==> src/rtl/reg_file_bank.sv <==
`default_nettype none
// ============================================================================
// Module   : reg_file_bank
// Brief    : 2^ADDR_W x DATA_W register file, two registered read ports, one
//            write port, same-edge bypass, pending scoreboard, clear sweep.
// Revision : 1.0 - initial release
// ============================================================================
module reg_file_bank #(
    parameter int DATA_W   = 16,
    parameter int ADDR_W   = 3,
    parameter int ZERO_REG = 0
) (
    input  logic              clock,
    input  logic              reset,
    input  logic              enable,
    input  logic              regenable,
    input  logic [ADDR_W-1:0] readreg1,
    input  logic [ADDR_W-1:0] readreg2,
    input  logic [ADDR_W-1:0] writereg,
    input  logic [DATA_W-1:0] data_result,
    input  logic              rsv_en,
    input  logic [ADDR_W-1:0] rsv_reg,
    output logic [DATA_W-1:0] data_A,
    output logic [DATA_W-1:0] data_B,
    output logic              ready,
    output logic              hazard
);

    localparam int   DEPTH  = 1 << ADDR_W;
    localparam logic c_zero = (ZERO_REG != 0);

    typedef enum logic [0:0] {
        ST_CLEAR = 1'b0,
        ST_RUN   = 1'b1
    } state_t;

    state_t            r_state;
    logic [ADDR_W-1:0] r_clr_cnt;
    logic [DATA_W-1:0] r_mem [DEPTH];
    logic [DEPTH-1:0]  r_pending;
    logic [DATA_W-1:0] r_data_a;
    logic [DATA_W-1:0] r_data_b;
    logic              r_ready;

    logic              w_zero_a, w_zero_b;
    logic              w_byp_a, w_byp_b;
    logic              w_hz_a, w_hz_b;
    logic [DATA_W-1:0] w_rd_a, w_rd_b;
    logic              w_wr_ok, w_rsv_ok;
    logic              w_mem_we;
    logic [ADDR_W-1:0] w_mem_addr;
    logic [DATA_W-1:0] w_mem_data;

    // Hardwired-zero addresses never bypass and never report a hazard.
    assign w_zero_a = c_zero && (readreg1 == '0);
    assign w_zero_b = c_zero && (readreg2 == '0);
    assign w_byp_a  = regenable && (writereg == readreg1);
    assign w_byp_b  = regenable && (writereg == readreg2);
    assign w_rd_a   = w_zero_a ? '0 : (w_byp_a ? data_result : r_mem[readreg1]);
    assign w_rd_b   = w_zero_b ? '0 : (w_byp_b ? data_result : r_mem[readreg2]);

    assign w_wr_ok  = regenable && !(c_zero && (writereg == '0));
    assign w_rsv_ok = rsv_en && !(c_zero && (rsv_reg == '0));

    assign w_hz_a   = r_pending[readreg1] && !w_byp_a && !w_zero_a;
    assign w_hz_b   = r_pending[readreg2] && !w_byp_b && !w_zero_b;

    // The sweep owns the array write port until the controller reaches RUN.
    assign w_mem_we   = !reset && ((r_state == ST_CLEAR) || w_wr_ok);
    assign w_mem_addr = (r_state == ST_CLEAR) ? r_clr_cnt : writereg;
    assign w_mem_data = (r_state == ST_CLEAR) ? '0 : data_result;

    always_ff @(negedge clock) begin
        if (w_mem_we) begin
            r_mem[w_mem_addr] <= w_mem_data;
        end
    end

    always_ff @(negedge clock) begin
        if (reset) begin
            r_state   <= ST_CLEAR;
            r_clr_cnt <= '0;
            r_pending <= '0;
            r_data_a  <= '0;
            r_data_b  <= '0;
            r_ready   <= 1'b0;
        end else begin
            case (r_state)
                ST_CLEAR: begin
                    r_clr_cnt <= r_clr_cnt + 1'b1;
                    if (r_clr_cnt == '1) begin
                        r_state <= ST_RUN;
                        r_ready <= 1'b1;
                    end
                end
                ST_RUN: begin
                    if (enable) begin
                        r_data_a <= w_rd_a;
                        r_data_b <= w_rd_b;
                    end
                    // Reservation is applied last so it wins over a same-edge write.
                    if (w_wr_ok) begin
                        r_pending[writereg] <= 1'b0;
                    end
                    if (w_rsv_ok) begin
                        r_pending[rsv_reg] <= 1'b1;
                    end
                end
                default: r_state <= ST_CLEAR;
            endcase
        end
    end

    assign data_A = r_data_a;
    assign data_B = r_data_b;
    assign ready  = r_ready;
    assign hazard = r_ready && enable && (w_hz_a || w_hz_b);

endmodule
`default_nettype wire

==> config.mk <==
export PLATFORM = sky130hd
export DESIGN_NAME = reg_file_bank
export DESIGN_NICKNAME = d
export VERILOG_FILES = /design/src/rtl/reg_file_bank.sv
export SDC_FILE = /design/constraint.sdc
export NUM_CORES = 1
export LEC_CHECK = 0
export BUFFER_PORTS_ARGS = -buffer_cell sky130_fd_sc_hd__buf_2
export CORE_ASPECT_RATIO = 0.7
export CORE_MARGIN = 2
export CORE_UTILIZATION = 50
export DETAILED_ROUTE_END_ITERATION = 10
export GPL_TIMING_DRIVEN = 0
export HOLD_SLACK_MARGIN = 0.02
export PLACE_DENSITY = 0.76
export SKIP_LAST_GASP = 1
export SLEW_MARGIN = 20
export SYNTH_ARGS = -nofsm -noshare
export SYNTH_HDL_FRONTEND = slang
export SYNTH_SLANG_ARGS = --single-unit
export TNS_END_PERCENT = 50
==> constraint.sdc <==
create_clock -name clock -period 2.75 [get_ports clock]
set_clock_uncertainty 0.15 [all_clocks]
set_input_delay 0.55 -clock clock [delete_from_list [all_inputs] [get_ports clock]]
set_output_delay 0.55 -clock clock [all_outputs]
set_load 0.01 [all_outputs]
==> summary.txt <==
Place
  • Buffers on Ports: 59
  • GPL Wtd Cong: 0.964
  • Post-DP HPWL: 17,000 um
  • Placed cells: 946

Yosys
  • Main combinational cell family by area after synthesis: multiplexers
  • Proportion of synthesized area in mux cells: a little under a fifth
  • FF+latch count, synth: 173
  • Primary FF master, synth: edfxtp_1
  • Post-synth top cells: edfxtp_1, mux2i_1, mux2_2, nand2_1, dfxtp_1
  • Syn nets: 697
  • Synth area leaders: edfxtp_1, dfxtp_1, mux2_2, mux2i_1, o211ai_1
  • Post-Synth Adder-Cell Area: 0.300%
  • Synth Instances: 662
  • Simple-Gate Fraction of Synth Area: 7.90%
  • Avg Synthesized Cell Area: 12.6 sq um
  • Count leader, synth: edfxtp_1
  • Post-synth top area share: 46.1%
  • Synth Area in XOR/XNOR: 1.05%
  • Synth cell types: 40
  • Synthesized area: 8350 sq um
  • FFs w/ async S/R, synth: 0%
  • Seq/Total Area, Yosys: 56.8%
  • Post-synthesis compound-gate area fraction: 12.6%
  • Top cell type by total area after synthesis: edfxtp_1
  • Synth warnings: 0
  • Post-synth EDFFs: about 130

Clocking
  • CTS sink cnt: 173
  • CTS tree: done
  • # hold bufs at CTS: 0
  • CTS clk-pin slew, worst paths: around 0.030 ns
  • H-tree depth: 4
  • Worst-case clock buffer depth: 2
  • CTS Buf Count: 17
  • Clk_lat worst skew: 0.50 ns
  • Root Buffer: clkbuf_16

Timing
  • Actual slew at the worst max-slew pin: 0.838 ns
  • Relative slew slack: 44.1%
  • RSZ-0062 raised after global routing: true
  • Final setup viols: 194
  • PnR worst setup slack: -1.27 ns
  • Fin. max-slew vios: 0
  • Final Hold Violating Endpoints: 0

Floorplanning
  • Die H: 112 um
  • Starting density of the core: between 50% and 60%
  • Top-Level Pins: 67
  • Die Area: approximately 18,000 sq um
  • Core area: around 16,000 sq um
  • Die W: 158 um
  • Row cnt: 39

Cells and area
  • Layout cell share with drive strength beyond 1: 31.5%
  • Fillers: 1,037
  • Finished Core Util: 69.4%
  • Final nets: about 1,000
  • Non-filler instance count after layout: 1,184
  • Synthesis-to-finish area growth: 35.9%

Worst setup path
  • Reg2reg setup slack: 0.35 ns
  • Crit. End Element: output port
  • CP Max Fanout: 3
  • Crit path cell chain: mux4_2 > o21ai_2 > nor2_1 > o311a_1 > buf_2
  • Req. time, crit path: 2.05 ns
  • Critical Path AT: 3.32 ns
  • FF-to-FF path depth: 4
  • Crit path max-delay cell type: mux4_2
  • RR Startpoint: r_state
  • CP Class: reg2out
  • Largest stage delay, worst path: 0.52 ns
  • Setup crit start: r_pending[3]
  • Critical path endpoint: hazard
  • Capturing point of the worst reg2reg path: r_mem[1][0]
  • Startpoint types: flip-flop

GRT
  • Vias in the first global route: 7,547
  • First-pass GRT wire length: 42,300 um
  • Largest net degree at the start of global routing: 17
  • Grt total ovfl: 0
  • Tot GR Track Use: 32.8%
  • Initial antenna violation count: 1

Drt
  • Routed Wire Length: 30,300 um
  • First-pass DRT Iterations: 7
  • Via density: between 6 and 7
  • DR DRC count: 0
  • WL per Instance: 25.6 um
  • DR vias: 7,632
  • Antenna-violating nets left: 0
  • DRT iter0 DRCs: 1,373

Pwr
  • Static leakage: between 4 and 5 nW
  • PD cells: roughly 630 nW/um^2
  • Worst VDD drop: 0.460 mV

Run status
  • Status: complete, but fails checks
  • Failing checks: negative setup slack

Worst hold path
  • Hold crit path type: reg2reg

Run
  • Max Cap Viol: 0
-- cell usage in the layout, fill, tap and decap left out, drive strengths merged, types with 24 or more instances in the layout --
master	instances
clkbuf	45
mux2	64
nand2	60
o211ai	48
a221oi	32
mux2i	68
dfxtp	45
edfxtp	128
buf	118
o22ai	32
nand3	24
inv	184
-- worst min path at each step --
stage	start	cells past startpoint	end	slack, ns
floorplan	r_pending[5]	2	r_pending[5]	0.31
global placement	data_A[3]	2	data_A[3]	0.29
detailed placement	data_A[3]	2	data_A[3]	0.30
CTS	data_A[3]	2	data_A[3]	0.32
global route	data_A[2]	2	data_A[2]	0.34
finish	data_A[2]	2	data_A[2]	0.31
-- layer usage --
layer / track usage (%) / vias up / wire, um
li1: - / 3134 / -
met1: 41.7 / 3632 / 11000
met2: 46.5 / 742 / 13000
met3: 16.9 / 124 / 5200
met4: 15.3 / 0 / 1040
met5: 0 / - / 0
-- repair_timing --
action	4_1_cts	5_1_grt
gates cloned	3	1
setup buffers	16	13
pin swaps	18	17
gates resized for setup	112	79
setup endpoints to repair	194	194
-- worst max-delay path, delay by kind of cell (launching register included) --
kind	cells	cell delay [ns]
muxes	1	0.52
AOI/OAI and AO/OA	2	0.43
DFF	1	0.32
buffers and inverters	1	0.15
and+or+nand+nor	1	0.06
-- cells by family after synthesis --
| group | Yosys count |
|---|---|
| adder cells (fa/ha/maj) | 2 |
| AND/OR/NAND/NOR | 141 |
| multiplexers | 136 |
| buffers and inverters | 59 |
| XOR/XNOR | 10 |
| flip-flops | 173 |
| AO/OA/AOI/OAI | 141 |
-- state kept, by name, summed over array words and instances (netlist names) --
| register | cells |
|---|---|
| data_A | 16 |
| data_B | 16 |
| r_clr_cnt | 3 |
| r_mem | 128 |
| r_pending | 8 |
| r_state | 1 |
| ready | 1 |
-- report_power, final --
| group | switching, mW | leakage, nW | internal, mW |
|---|---|---|---|
| clock | 1.81 | 1.19 | 1.58 |
| sequential | 0.0349 | 1.61 | 2.86 |
| combinational | 0.489 | 2.10 | 0.352 |
| total | 2.34 | 4.90 | 4.79 |
-- stage by stage --
| step | hold slack [ns] | power, mW | area (sq um) | worst slack, ns | setup TNS (ns) |
|---|---|---|---|---|---|
| 6_report | 0.314 | 7.13 | 11300 | -1.27 | -56.38 |
| 5_1_grt | 0.339 | 7.42 | 11300 | -1.29 | -58.12 |
| 4_1_cts | 0.317 | 6.94 | 10900 | -1.23 | -68.12 |
| 3_5_place_dp | 0.302 | 3.87 | 9060 | -1.81 | -182.90 |
| 3_3_place_gp | 0.291 | 3.85 | 9060 | -1.74 | -176.23 |
| 2_1_floorplan | 0.308 | 3.66 | 8480 | -0.878 | -98.37 |
-- layout make-up --
type / count / area, sq um / area share, %
flip-flops and latches: 173 / 4750 / 41.9
multi-input cells: 430 / 3750 / 33.0
repair buffers: 92 / 774 / 6.83
clock inverters: 188 / 767 / 6.76
plain buffers: 54 / 586 / 5.16
clock buffers: 17 / 425 / 3.75
well taps: 225 / 282 / 2.48
inverters: 3 / 11.3 / 0.0992
diodes: 2 / 5.00 / 0.0441
No activity file was read; power rests on OpenSTA's default activity.
